### src/rtl/armleocpu_fetch_responder_pkg.sv
// Shared command/response codes for the fetch-to-cache interface and
// small helpers used by the fetch responder and its line buffer.
package armleocpu_fetch_responder_pkg;

    // Commands issued by the fetch unit
    localparam logic [3:0] CACHE_CMD_NONE      = 4'd0;
    localparam logic [3:0] CACHE_CMD_EXECUTE   = 4'd1;
    localparam logic [3:0] CACHE_CMD_LOAD      = 4'd2;
    localparam logic [3:0] CACHE_CMD_STORE     = 4'd3;
    localparam logic [3:0] CACHE_CMD_FLUSH_ALL = 4'd4;

    // Responses returned to the fetch unit
    localparam logic [3:0] CACHE_RESPONSE_IDLE        = 4'd0;
    localparam logic [3:0] CACHE_RESPONSE_WAIT        = 4'd1;
    localparam logic [3:0] CACHE_RESPONSE_DONE        = 4'd2;
    localparam logic [3:0] CACHE_RESPONSE_ACCESSFAULT = 4'd3;
    localparam logic [3:0] CACHE_RESPONSE_PAGEFAULT   = 4'd4;
    localparam logic [3:0] CACHE_RESPONSE_MISSALIGNED = 4'd5;

    // Word-index width of a line; at least one bit so a one-word line
    // still has a usable beat counter.
    function automatic int beat_width(input int words);
        return (words > 1) ? $clog2(words) : 1;
    endfunction

endpackage

### src/rtl/armleocpu_line_buffer.sv
// Single instruction line: WORDS_PER_LINE x 32 storage with one write port
// and a combinational read port, plus the valid bit and tag of the line.
module armleocpu_line_buffer
    import armleocpu_fetch_responder_pkg::*;
#(
    parameter int WORDS_PER_LINE = 4,
    parameter int IDX_W          = 2,
    parameter int TAG_W          = 28
) (
    input  logic             clk,
    input  logic             rst,
    input  logic             we,
    input  logic [IDX_W-1:0] widx,
    input  logic [31:0]      wdata,
    input  logic [IDX_W-1:0] ridx,
    output logic [31:0]      rdata,
    input  logic             valid_set,
    input  logic             valid_clear,
    input  logic             tag_we,
    input  logic [TAG_W-1:0] tag_in,
    output logic             line_valid,
    output logic [TAG_W-1:0] tag
);

    logic [31:0]      word_reg [WORDS_PER_LINE];
    logic             valid_reg;
    logic [TAG_W-1:0] tag_reg;

    generate
        for (genvar gi = 0; gi < WORDS_PER_LINE; gi++) begin : g_word
            // Each word captures the bus beat addressed to it
            always_ff @(posedge clk) begin
                if (we && (widx == IDX_W'(gi))) begin
                    word_reg[gi] <= wdata;
                end
            end
        end
    endgenerate

    // Read mux by word index; loop bound keeps indexing in range for any size
    always_comb begin
        rdata = '0;
        for (int i = 0; i < WORDS_PER_LINE; i++) begin
            if (ridx == IDX_W'(i)) begin
                rdata = word_reg[i];
            end
        end
    end

    // Line valid/tag tracking; clear wins so a refill start always invalidates
    always_ff @(posedge clk) begin
        if (rst) begin
            valid_reg <= 1'b0;
            tag_reg   <= '0;
        end else begin
            if (valid_clear) begin
                valid_reg <= 1'b0;
            end else if (valid_set) begin
                valid_reg <= 1'b1;
            end
            if (tag_we) begin
                tag_reg <= tag_in;
            end
        end
    end

    assign line_valid = valid_reg;
    assign tag        = tag_reg;

endmodule

### src/rtl/armleocpu_fetch_responder.sv
// Fetch responder: serves EXECUTE/FLUSH_ALL from one buffered line and
// refills that line from backing memory, word 0 first, on a miss.
module armleocpu_fetch_responder
    import armleocpu_fetch_responder_pkg::*;
#(
    parameter int WORDS_PER_LINE = 4
) (
    input  logic        clk,
    input  logic        rst,
    input  logic [3:0]  c_cmd,
    input  logic [31:0] c_address,
    output logic [3:0]  c_response,
    output logic        c_reset_done,
    output logic [31:0] c_load_data,
    output logic        m_read,
    output logic [31:0] m_address,
    input  logic        m_ready,
    input  logic [31:0] m_rdata,
    input  logic        m_error
);

    localparam int LINE_OFFSET_W = $clog2(WORDS_PER_LINE) + 2;
    localparam int IDX_W         = beat_width(WORDS_PER_LINE);
    localparam int TAG_W         = 32 - LINE_OFFSET_W;

    typedef enum logic [1:0] {ST_INIT, ST_IDLE, ST_FILL} state_t;

    state_t            state_reg, state_next;
    logic [3:0]        resp_reg, resp_next;
    logic              reset_done_reg, reset_done_next;
    logic [31:0]       load_data_reg, load_data_next;
    logic              m_read_reg, m_read_next;
    logic [31:0]       m_address_reg, m_address_next;
    logic [IDX_W-1:0]  beat_reg, beat_next;
    logic [IDX_W-1:0]  req_idx_reg, req_idx_next;
    // Set while a FLUSH_ALL is being held, so it executes once per request
    logic              flush_seen_reg, flush_seen_next;

    logic [IDX_W-1:0]  addr_idx;
    logic [TAG_W-1:0]  addr_tag;
    logic [IDX_W-1:0]  rd_idx;
    logic [31:0]       rd_data;
    logic              buf_we, valid_set, valid_clear, tag_we;
    logic              line_valid;
    logic [TAG_W-1:0]  line_tag;

    assign addr_idx = IDX_W'((c_address >> 2) & 32'(WORDS_PER_LINE - 1));
    assign addr_tag = c_address[31:LINE_OFFSET_W];

    armleocpu_line_buffer #(
        .WORDS_PER_LINE (WORDS_PER_LINE),
        .IDX_W          (IDX_W),
        .TAG_W          (TAG_W)
    ) u_line_buffer (
        .clk         (clk),
        .rst         (rst),
        .we          (buf_we),
        .widx        (beat_reg),
        .wdata       (m_rdata),
        .ridx        (rd_idx),
        .rdata       (rd_data),
        .valid_set   (valid_set),
        .valid_clear (valid_clear),
        .tag_we      (tag_we),
        .tag_in      (addr_tag),
        .line_valid  (line_valid),
        .tag         (line_tag)
    );

    // State and registered outputs
    always_ff @(posedge clk) begin
        if (rst) begin
            state_reg      <= ST_INIT;
            resp_reg       <= CACHE_RESPONSE_IDLE;
            reset_done_reg <= 1'b0;
            load_data_reg  <= '0;
            m_read_reg     <= 1'b0;
            m_address_reg  <= '0;
            beat_reg       <= '0;
            req_idx_reg    <= '0;
            flush_seen_reg <= 1'b0;
        end else begin
            state_reg      <= state_next;
            resp_reg       <= resp_next;
            reset_done_reg <= reset_done_next;
            load_data_reg  <= load_data_next;
            m_read_reg     <= m_read_next;
            m_address_reg  <= m_address_next;
            beat_reg       <= beat_next;
            req_idx_reg    <= req_idx_next;
            flush_seen_reg <= flush_seen_next;
        end
    end

    // Command decode, hit/miss handling and refill sequencing
    always_comb begin
        state_next      = state_reg;
        resp_next       = CACHE_RESPONSE_IDLE;
        reset_done_next = reset_done_reg;
        load_data_next  = load_data_reg;
        m_read_next     = m_read_reg;
        m_address_next  = m_address_reg;
        beat_next       = beat_reg;
        req_idx_next    = req_idx_reg;
        flush_seen_next = flush_seen_reg;
        rd_idx          = addr_idx;
        buf_we          = 1'b0;
        valid_set       = 1'b0;
        valid_clear     = 1'b0;
        tag_we          = 1'b0;

        case (state_reg)
            ST_INIT: begin
                state_next      = ST_IDLE;
                reset_done_next = 1'b1;
            end
            ST_IDLE: begin
                flush_seen_next = 1'b0;
                case (c_cmd)
                    CACHE_CMD_EXECUTE: begin
                        if (c_address[1:0] != 2'b00) begin
                            resp_next = CACHE_RESPONSE_MISSALIGNED;
                        end else if (line_valid && (line_tag == addr_tag)) begin
                            resp_next      = CACHE_RESPONSE_DONE;
                            load_data_next = rd_data;
                        end else begin
                            state_next     = ST_FILL;
                            resp_next      = CACHE_RESPONSE_WAIT;
                            valid_clear    = 1'b1;
                            tag_we         = 1'b1;
                            beat_next      = '0;
                            req_idx_next   = addr_idx;
                            m_read_next    = 1'b1;
                            m_address_next = {addr_tag, {LINE_OFFSET_W{1'b0}}};
                        end
                    end
                    CACHE_CMD_FLUSH_ALL: begin
                        flush_seen_next = 1'b1;
                        if (!flush_seen_reg) begin
                            valid_clear = 1'b1;
                            resp_next   = CACHE_RESPONSE_DONE;
                        end
                    end
                    default: ;
                endcase
            end
            ST_FILL: begin
                resp_next = CACHE_RESPONSE_WAIT;
                rd_idx    = req_idx_reg;
                if (m_ready) begin
                    if (m_error) begin
                        state_next  = ST_IDLE;
                        resp_next   = CACHE_RESPONSE_ACCESSFAULT;
                        m_read_next = 1'b0;
                    end else begin
                        buf_we = 1'b1;
                        if (beat_reg == IDX_W'(WORDS_PER_LINE - 1)) begin
                            state_next  = ST_IDLE;
                            resp_next   = CACHE_RESPONSE_DONE;
                            valid_set   = 1'b1;
                            m_read_next = 1'b0;
                            // The requested word may be the beat arriving now
                            load_data_next = (req_idx_reg == beat_reg) ? m_rdata : rd_data;
                        end else begin
                            beat_next      = beat_reg + IDX_W'(1);
                            m_address_next = m_address_reg + 32'd4;
                        end
                    end
                end
            end
            default: state_next = ST_INIT;
        endcase
    end

    assign c_response   = resp_reg;
    assign c_reset_done = reset_done_reg;
    assign c_load_data  = load_data_reg;
    assign m_read       = m_read_reg;
    assign m_address    = m_address_reg;

endmodule

### config.mk
export PLATFORM = sky130hd
export DESIGN_NAME = armleocpu_fetch_responder
export DESIGN_NICKNAME = d
export VERILOG_FILES = /design/src/rtl/armleocpu_fetch_responder_pkg.sv /design/src/rtl/armleocpu_line_buffer.sv /design/src/rtl/armleocpu_fetch_responder.sv
export SDC_FILE = /design/constraint.sdc
export NUM_CORES = 1
export LEC_CHECK = 0
export ABC_CLOCK_PERIOD_IN_PS = 3190
export CAP_MARGIN = 10
export CELL_PAD_IN_SITES_DETAIL_PLACEMENT = 1
export CELL_PAD_IN_SITES_GLOBAL_PLACEMENT = 2
export CORE_MARGIN = 2
export CORE_UTILIZATION = 37
export DETAILED_ROUTE_END_ITERATION = 12
export MAX_ROUTING_LAYER = met4
export PLACE_DENSITY = 0.91
export SETUP_SLACK_MARGIN = 0.1
export SLEW_MARGIN = 20
export SYNTH_ARGS = -nofsm -noshare
export SYNTH_HDL_FRONTEND = slang
export SYNTH_SLANG_ARGS = --single-unit
### constraint.sdc
create_clock -name clk -period 3.19 [get_ports clk]
set_input_delay 0.4785 -clock clk [delete_from_list [all_inputs] [get_ports clk]]
set_output_delay 0.4785 -clock clk [all_outputs]
set_load 0.01 [all_outputs]
==> metrics, run 1 <==
Hold EP u_line_buffer.tag[4]$_SDFFE_PP0P_; nets@finish approximately 1.1k; # IOs 142; switching power 1470 uW; Hold WC Path Type primary input to flip-flop; input/output buffers 138; Clock Sinks approximately 230; Register-to-Register Path Depth 8; WL final a little over 30000 um; Cell Pwr Density roughly 510 nW/um^2; crit path max fanout 32; final hold vios 0; Final TNS setup 0 ns; hold depth 2; Warnings, synthesis 0; Row Count 62; fin crit share 0.819; Starting Density 0.373; share of post-route cells with drive strength above 1 0.129; Vias per Instance around 5.5; GRT Util Overall 0.209; H-tree depth 1; number of global-route vias before repair 8345; syn avg cell area 12.1 um^2; core footprint 28500 um^2; Pins Over Slew Limit 0; Max-Cap Viols 0; switching share of power 0.213; first-pass GRT wire length 48400 um; WL per Instance 21.5 um; Root Buffer clkbuf_16; share of power burned in registers 0.460; Final Critical Period 2.61 ns; die area 30100 um^2; Netlist Area Pre-Place 10600 um^2; Post-synth ARST share 0; hold buffer count at CTS 0; Worst-Skew Late Latency approximately 0.52 ns; Die X approximately 170 um; RR Endpoint c_load_data[30]$_SDFFE_PP0P_; Setup-failing EPs final 0; Finished Cell Area 13500 um^2; Placed Area 12600 um^2; Rel. slew slack 0.481; Resized cells post-CTS 0; synth unique cells 65; critical path's largest stage delay 0.54 ns; DR iter-0 viols 428; slowest CP cell mux4_2; largest buffer count on any clock path 3; DRT antenna net count 0; Mapped Cells roughly 880; setup bufs post-CTS 0; worst-path cell chain inv_1 -> ha_1 -> mux2i_4 -> buf_12 -> mux4_2 -> mux2i_1 -> a21o_1 -> a21oi_1; Top FF cell, synth edfxtp_1; GP Congestion roughly 0.86; Die Ht around 170 um; Vias 7881; CTS tree yes; #FFs+latches synth 231; drt pass-1 iters 4; DP HPWL between 15000 and 20000 um; Crit. End Element flip-flop; Syn-to-layout area delta 26.9%; crit path DAT a little under 3 ns; Placed Instances 1378; Clock Pin Slew Worst Setup and Hold Paths 0.06 ns; Layout Cells excl Fill 1428; Largest register FFs about 130; Fin Clk Skew 0.0134 ns; Total Power 6880 uW; Max IR drop VDD roughly 0.00043 V; Seq/Total Area, Yosys 0.555; Power Internal 5410 uW; initial antenna violation count 1; R2R Setup Slk about 0.58 ns; leakage 0.00470 uW; Critical Path Source Type flip-flop; CTS Buf Count 27; fmax 383 MHz; r2r startpoint state_reg[0]$_SDFFE_PP0P_; RSZ-0062 raised after global routing false; status finished clean; Worst Path Required 3.56 ns; Post-synth EDFFs around 130; Comb pwr share 0.065; hold path start rst; Crit Path Category flip-flop to flip-flop; Worst Max-Slew Pin Slew 0.779 ns; clock network power share 0.475; global route overflow 0; drc violations 0; largest net degree at the start of global routing 65
==> metrics by stage <==
stage          setup slack [ns]  utilization  hold slack [ns]
2_1_floorplan             0.685            -            0.482
3_3_place_gp              0.328        0.440            0.452
3_5_place_dp              0.236        0.440            0.456
4_1_cts                   0.569        0.473            0.381
5_1_grt                   0.413        0.473            0.396
6_report                  0.576        0.473            0.402
==> how the worst max path moves through the flow <==
stage / startpoint / endpoint / slack [ns]
after global placement: c_address[7] / m_address[8]$_SDFFE_PP0P_ / 0.33
after detailed placement: c_address[7] / m_address[13]$_SDFFE_PP0P_ / 0.24
after floorplan: state_reg[0]$_SDFFE_PP0P_ / u_line_buffer.word_reg[1][0]$_DFFE_PP_ / 0.69
after CTS: state_reg[0]$_SDFFE_PP0P_ / c_load_data[30]$_SDFFE_PP0P_ / 0.57
after global routing: state_reg[0]$_SDFFE_PP0P_ / c_load_data[10]$_SDFFE_PP0P_ / 0.41
final: state_reg[0]$_SDFFE_PP0P_ / c_load_data[30]$_SDFFE_PP0P_ / 0.58
==> critical path: cells and delay by family (launching register included) <==
family | cells | cell delay (ns)
muxes | 3 | 1.06
adders and majority gates | 1 | 0.43
buffers and inverters | 2 | 0.41
DFF | 1 | 0.33
AOI/OAI and AO/OA | 2 | 0.21
==> synthesized netlist by cell type, types with 4 or more instances <==
library cell	n	share of area
a211oi_1	6	0.0042
inv_1	8	0.0028
nand3_1	51	0.024
buf_4	9	0.0063
nor3_1	19	0.0089
xnor2_1	33	0.027
nand4_1	19	0.011
edfxtp_1	128	0.36
and3_1	9	0.0053
buf_1	9	0.0032
o31ai_1	9	0.0063
clkbuf_1	28	0.0099
buf_2	16	0.0075
nor2_1	59	0.021
nor4_1	10	0.0059
o21ai_0	19	0.0089
a21o_1	35	0.025
ha_1	8	0.0094
nor2b_1	17	0.010
dfxtp_1	103	0.19
mux2i_1	75	0.071
buf_6	4	0.0042
mux4_2	32	0.068
a31oi_1	6	0.0035
nand2_1	46	0.016
a21oi_1	63	0.030
==> placed cells by master, fill, tap and decap left out, types with 3 or more instances in the layout <==
cell             count
edfxtp_1           128
ha_1                 8
clkinvlp_4           3
clkbuf_1             4
bufinv_16            5
nand4_1             19
nor3_1              19
buf_12               5
clkbuf_16           27
and4_1               3
nand4b_1             3
nand2_1             46
inv_1                8
nor4_1              10
clkdlybuf4s50_1    137
and3_1               9
buf_4               34
mux2i_1             74
mux4_2              32
nand3_1             49
a21o_1              35
o211ai_1             3
a211oi_1             6
a21oi_1             62
a32oi_1              3
o21a_1               3
clkbuf_8             4
xnor2_1             33
o2111ai_1            3
o21ai_0             19
o31ai_1              9
nand3_2              5
nor2b_1             17
dfxtp_1            103
conb_1               3
a31oi_1              6
nor2_1              59
==> power groups by stage <==
stage | logic [uW] | registers [uW] | clock network [uW]
global route | 486 | 3170 | 3430
CTS | 451 | 3170 | 3330
floorplan | 213 | 3230 | 0
detailed placement | 446 | 3230 | 0
finish | 448 | 3170 | 3260
global placement | 438 | 3230 | 0
==> area by class of cell <==
class / instances / area [um^2]
multi-input combinational: 579 / 4410
inverter: 8 / 30.0
clock buffer: 35 / 746
tap: 384 / 480
timing repair buffer: 176 / 1730
fill: 3028 / 15000
sequential: 231 / 5910
antenna: 1 / 2.50
clock inverter: 14 / 208
==> kinds of logic (layout without fill, tap and decap cells) <==
group	Yosys count	in the layout	synth area share
fa+ha+maj	8	8	0.00941
buf+inv	75	233	0.0344
mux	108	108	0.140
xor+xnor	33	33	0.0272
other cells	1	4	0.000352
compound gates	170	170	0.104
simple gates	257	257	0.129
flops	231	231	0.555
==> layer usage <==
| metal | global-route usage | vias up | routed length [um] |
|---|---|---|---|
| met5 | - | - | 0 |
| met4 | 0.0469 | 0 | 566 |
| met3 | 0.0303 | 44 | 1530 |
| met2 | 0.365 | 202 | 15600 |
| met1 | 0.259 | 4022 | 13000 |
| li1 | - | 3613 | - |
No activity file was read; power rests on OpenSTA's default activity.
==> run 2: changes to the inputs <==
ABC_CLOCK_PERIOD_IN_PS = 2300   (was 3190)
CORE_UTILIZATION = 34   (was 37)
PLACE_DENSITY = 0.88   (was 0.91)
clock period = 2.3 ns   (was 3.19 ns; I/O delays follow)
==> metrics, run 2 (synthesis results as in run 1) <==
status finished clean; crit path DAT 2.69 ns (-0.29 ns); H-tree depth 1 (unchanged); GP Congestion 0.844 (-2.4%); Worst-Skew Late Latency 0.53 ns (about the same); hold path start rst; DRT antenna net count 0 (unchanged); Hold EP u_line_buffer.tag[4]$_SDFFE_PP0P_; Clock Sinks 231 (unchanged); Vias 8318 (+5.5%); initial antenna violation count 0 (-1); global route overflow 0 (unchanged); Filler cells 3209 (+6.0%); CP startpoint c_address[15]; hold buffer count at CTS 0 (unchanged); nets@finish 1191 (+8.0%); Die X 181 um (+4.2%); worst setup margin 0.0650 ns (-0.511 ns); hold slack 0.219 ns (-0.183 ns); leakage 0.00521 uW (+11%); Root Buffer clkbuf_16; FF+latch area 5910 um^2 (+0.13%); Critical Path Source Type primary input; CTS Buf Count 26 (-3.7%); Layout Cells excl Fill 1528 (+7.0%); final hold vios 0 (unchanged); Place WS -0.437 ns (-0.673 ns); RSZ-0062 raised after global routing true; Worst Max-Slew Pin Slew 0.538 ns (-0.241 ns); number of global-route vias before repair 8502 (+1.9%); WL final 33400 um (+9.1%); WL per Instance 21.9 um (+2.0%); Row Count 64 (+3.2%); drc violations 0 (unchanged); Max-Cap Viols 0 (unchanged); most common cell after layout, fill and taps aside clkdlybuf4s50_1; area of the multi-input gates 4590 um^2 (+4.2%); Worst Path Required 2.76 ns (-0.80 ns); Pins Over Slew Limit 0 (unchanged); Setup-failing EPs final 0 (unchanged); fin crit share 0.972; critical path's largest stage delay 0.53 ns (about the same); R2R Setup Slk 0.08 ns (-0.50 ns); input/output buffers 138 (unchanged); CTS tree yes; Crit. End Element flip-flop; Final TNS setup 0 ns (unchanged); Rel. slew slack 0.642 (+0.161); Clock Pin Slew Worst Setup and Hold Paths 0.06 ns (about the same); drt pass-1 iters 5 (+1); most frequent cells in the layout clkdlybuf4s50_1, edfxtp_1, dfxtp_1, buf_4, mux2i_1; worst-path cell chain clkdlybuf4s50_1 -> xnor2_1 -> nand4_1 -> nor4_4 -> nand4b_1 -> buf_6 -> clkbuf_16 -> a21o_1 -> a21oi_2; Cell Pwr Density 637 nW/um^2 (+25%); Largest register FFs 128 (unchanged); Syn-to-layout area delta 36.9%; core footprint 30700 um^2 (+7.4%); first-pass GRT wire length 49300 um (+1.8%); crit path buf inv count 3 (+1); crit-path leading delay family buffers and inverters; DR iter-0 viols 527 (+23%); die area 32700 um^2 (+8.6%); Placed Instances 1457 (+5.7%); share of post-route cells with drive strength above 1 0.229 (+0.0996); r2r startpoint state_reg[0]$_SDFFE_PP0P_; Die Ht 181 um (+4.2%); Starting Density 0.347 (-0.0258); path length in cells of the critical path 9 (+1); largest net degree at the start of global routing 65 (unchanged); # IOs 142 (unchanged); Register-to-Register Path Depth 10 (+2); Crit Path Category primary input to flip-flop; Hold WC Path Type primary input to flip-flop; GRT Util Overall 0.196 (-0.0130); slowest CP cell clkdlybuf4s50_1; RR Endpoint c_load_data[26]$_SDFFE_PP0P_; Vias per Instance 5.44 (-1.4%); Max IR drop VDD 0.000484 V (+12%); fmax approximately 450 MHz; hold depth 2 (unchanged); DP HPWL 21300 um (+7.8%); largest buffer count on any clock path 3 (unchanged); Final Critical Period about 2.2 ns; Fin Clk Skew 0.0118 ns (-0.00163 ns); crit path max fanout 16 (-50%)
==> run 2: cell count changes in the layout (fill, tap and decap cells not counted), moves of 6 or more <==
cell,previous run,this run
buf_4,34,97
a21oi_1,62,47
a21oi_2,0,15
buf_6,0,6
clkinv_1,2,8
nand3_1,49,43
buf_12,5,16
==> run 2: routing by layer <==
layer	routed length [um]	global-route usage	vias up
met1	14300	0.247	4246
met2	16800	0.331	231
met5	0	-	-
met3	1630	0.0298	43
li1	-	-	3798
met4	686	0.0497	0
==> run 2: timing repair <==
action / CTS / global route
endpoints found under the hold margin: 0 / 0
pin swaps: 1 / 25
buffers inserted: 3 / 11
endpoints found under the setup margin: 39 / 56
gates resized for setup: 10 / 48
cloned: 2 / 6
==> run 2: layout make-up <==
type / instances / area share
timing repair buffer: 265 / 0.185
inverter: 8 / 0.00206
sequential: 231 / 0.406
multi-input combinational: 579 / 0.315
antenna: 1 / 0.000172
clock inverter: 17 / 0.0111
clock buffer: 31 / 0.0460
tap: 396 / 0.0340
==> run 2: power by group <==
part           internal, uW  leakage (uW)  switching (uW)
clock network          2410      0.000408            1710
logic                   400       0.00282             374
registers              4370       0.00198            16.6
==> run 2: how the worst max path moves through the flow <==
stage and end:
4_1_cts c_load_data[17]$_SDFFE_PP0P_, 3_3_place_gp c_load_data[8]$_SDFFE_PP0P_, 6_report c_load_data[26]$_SDFFE_PP0P_, 5_1_grt c_load_data[26]$_SDFFE_PP0P_, 3_5_place_dp c_load_data[17]$_SDFFE_PP0P_, 2_1_floorplan u_line_buffer.word_reg[0][0]$_DFFE_PP_
==> run 2: per-stage QoR <==
| step | power [uW] | area [um^2] | utilization |
|---|---|---|---|
| 2_1_floorplan | 4770 | 10700 | - |
| 3_3_place_gp | 5170 | 13200 | 0.430 |
| 3_5_place_dp | 5190 | 13200 | 0.430 |
| 4_1_cts | 9310 | 14200 | 0.462 |
| 5_1_grt | 9570 | 14600 | 0.475 |
| 6_report | 9280 | 14600 | 0.475 |
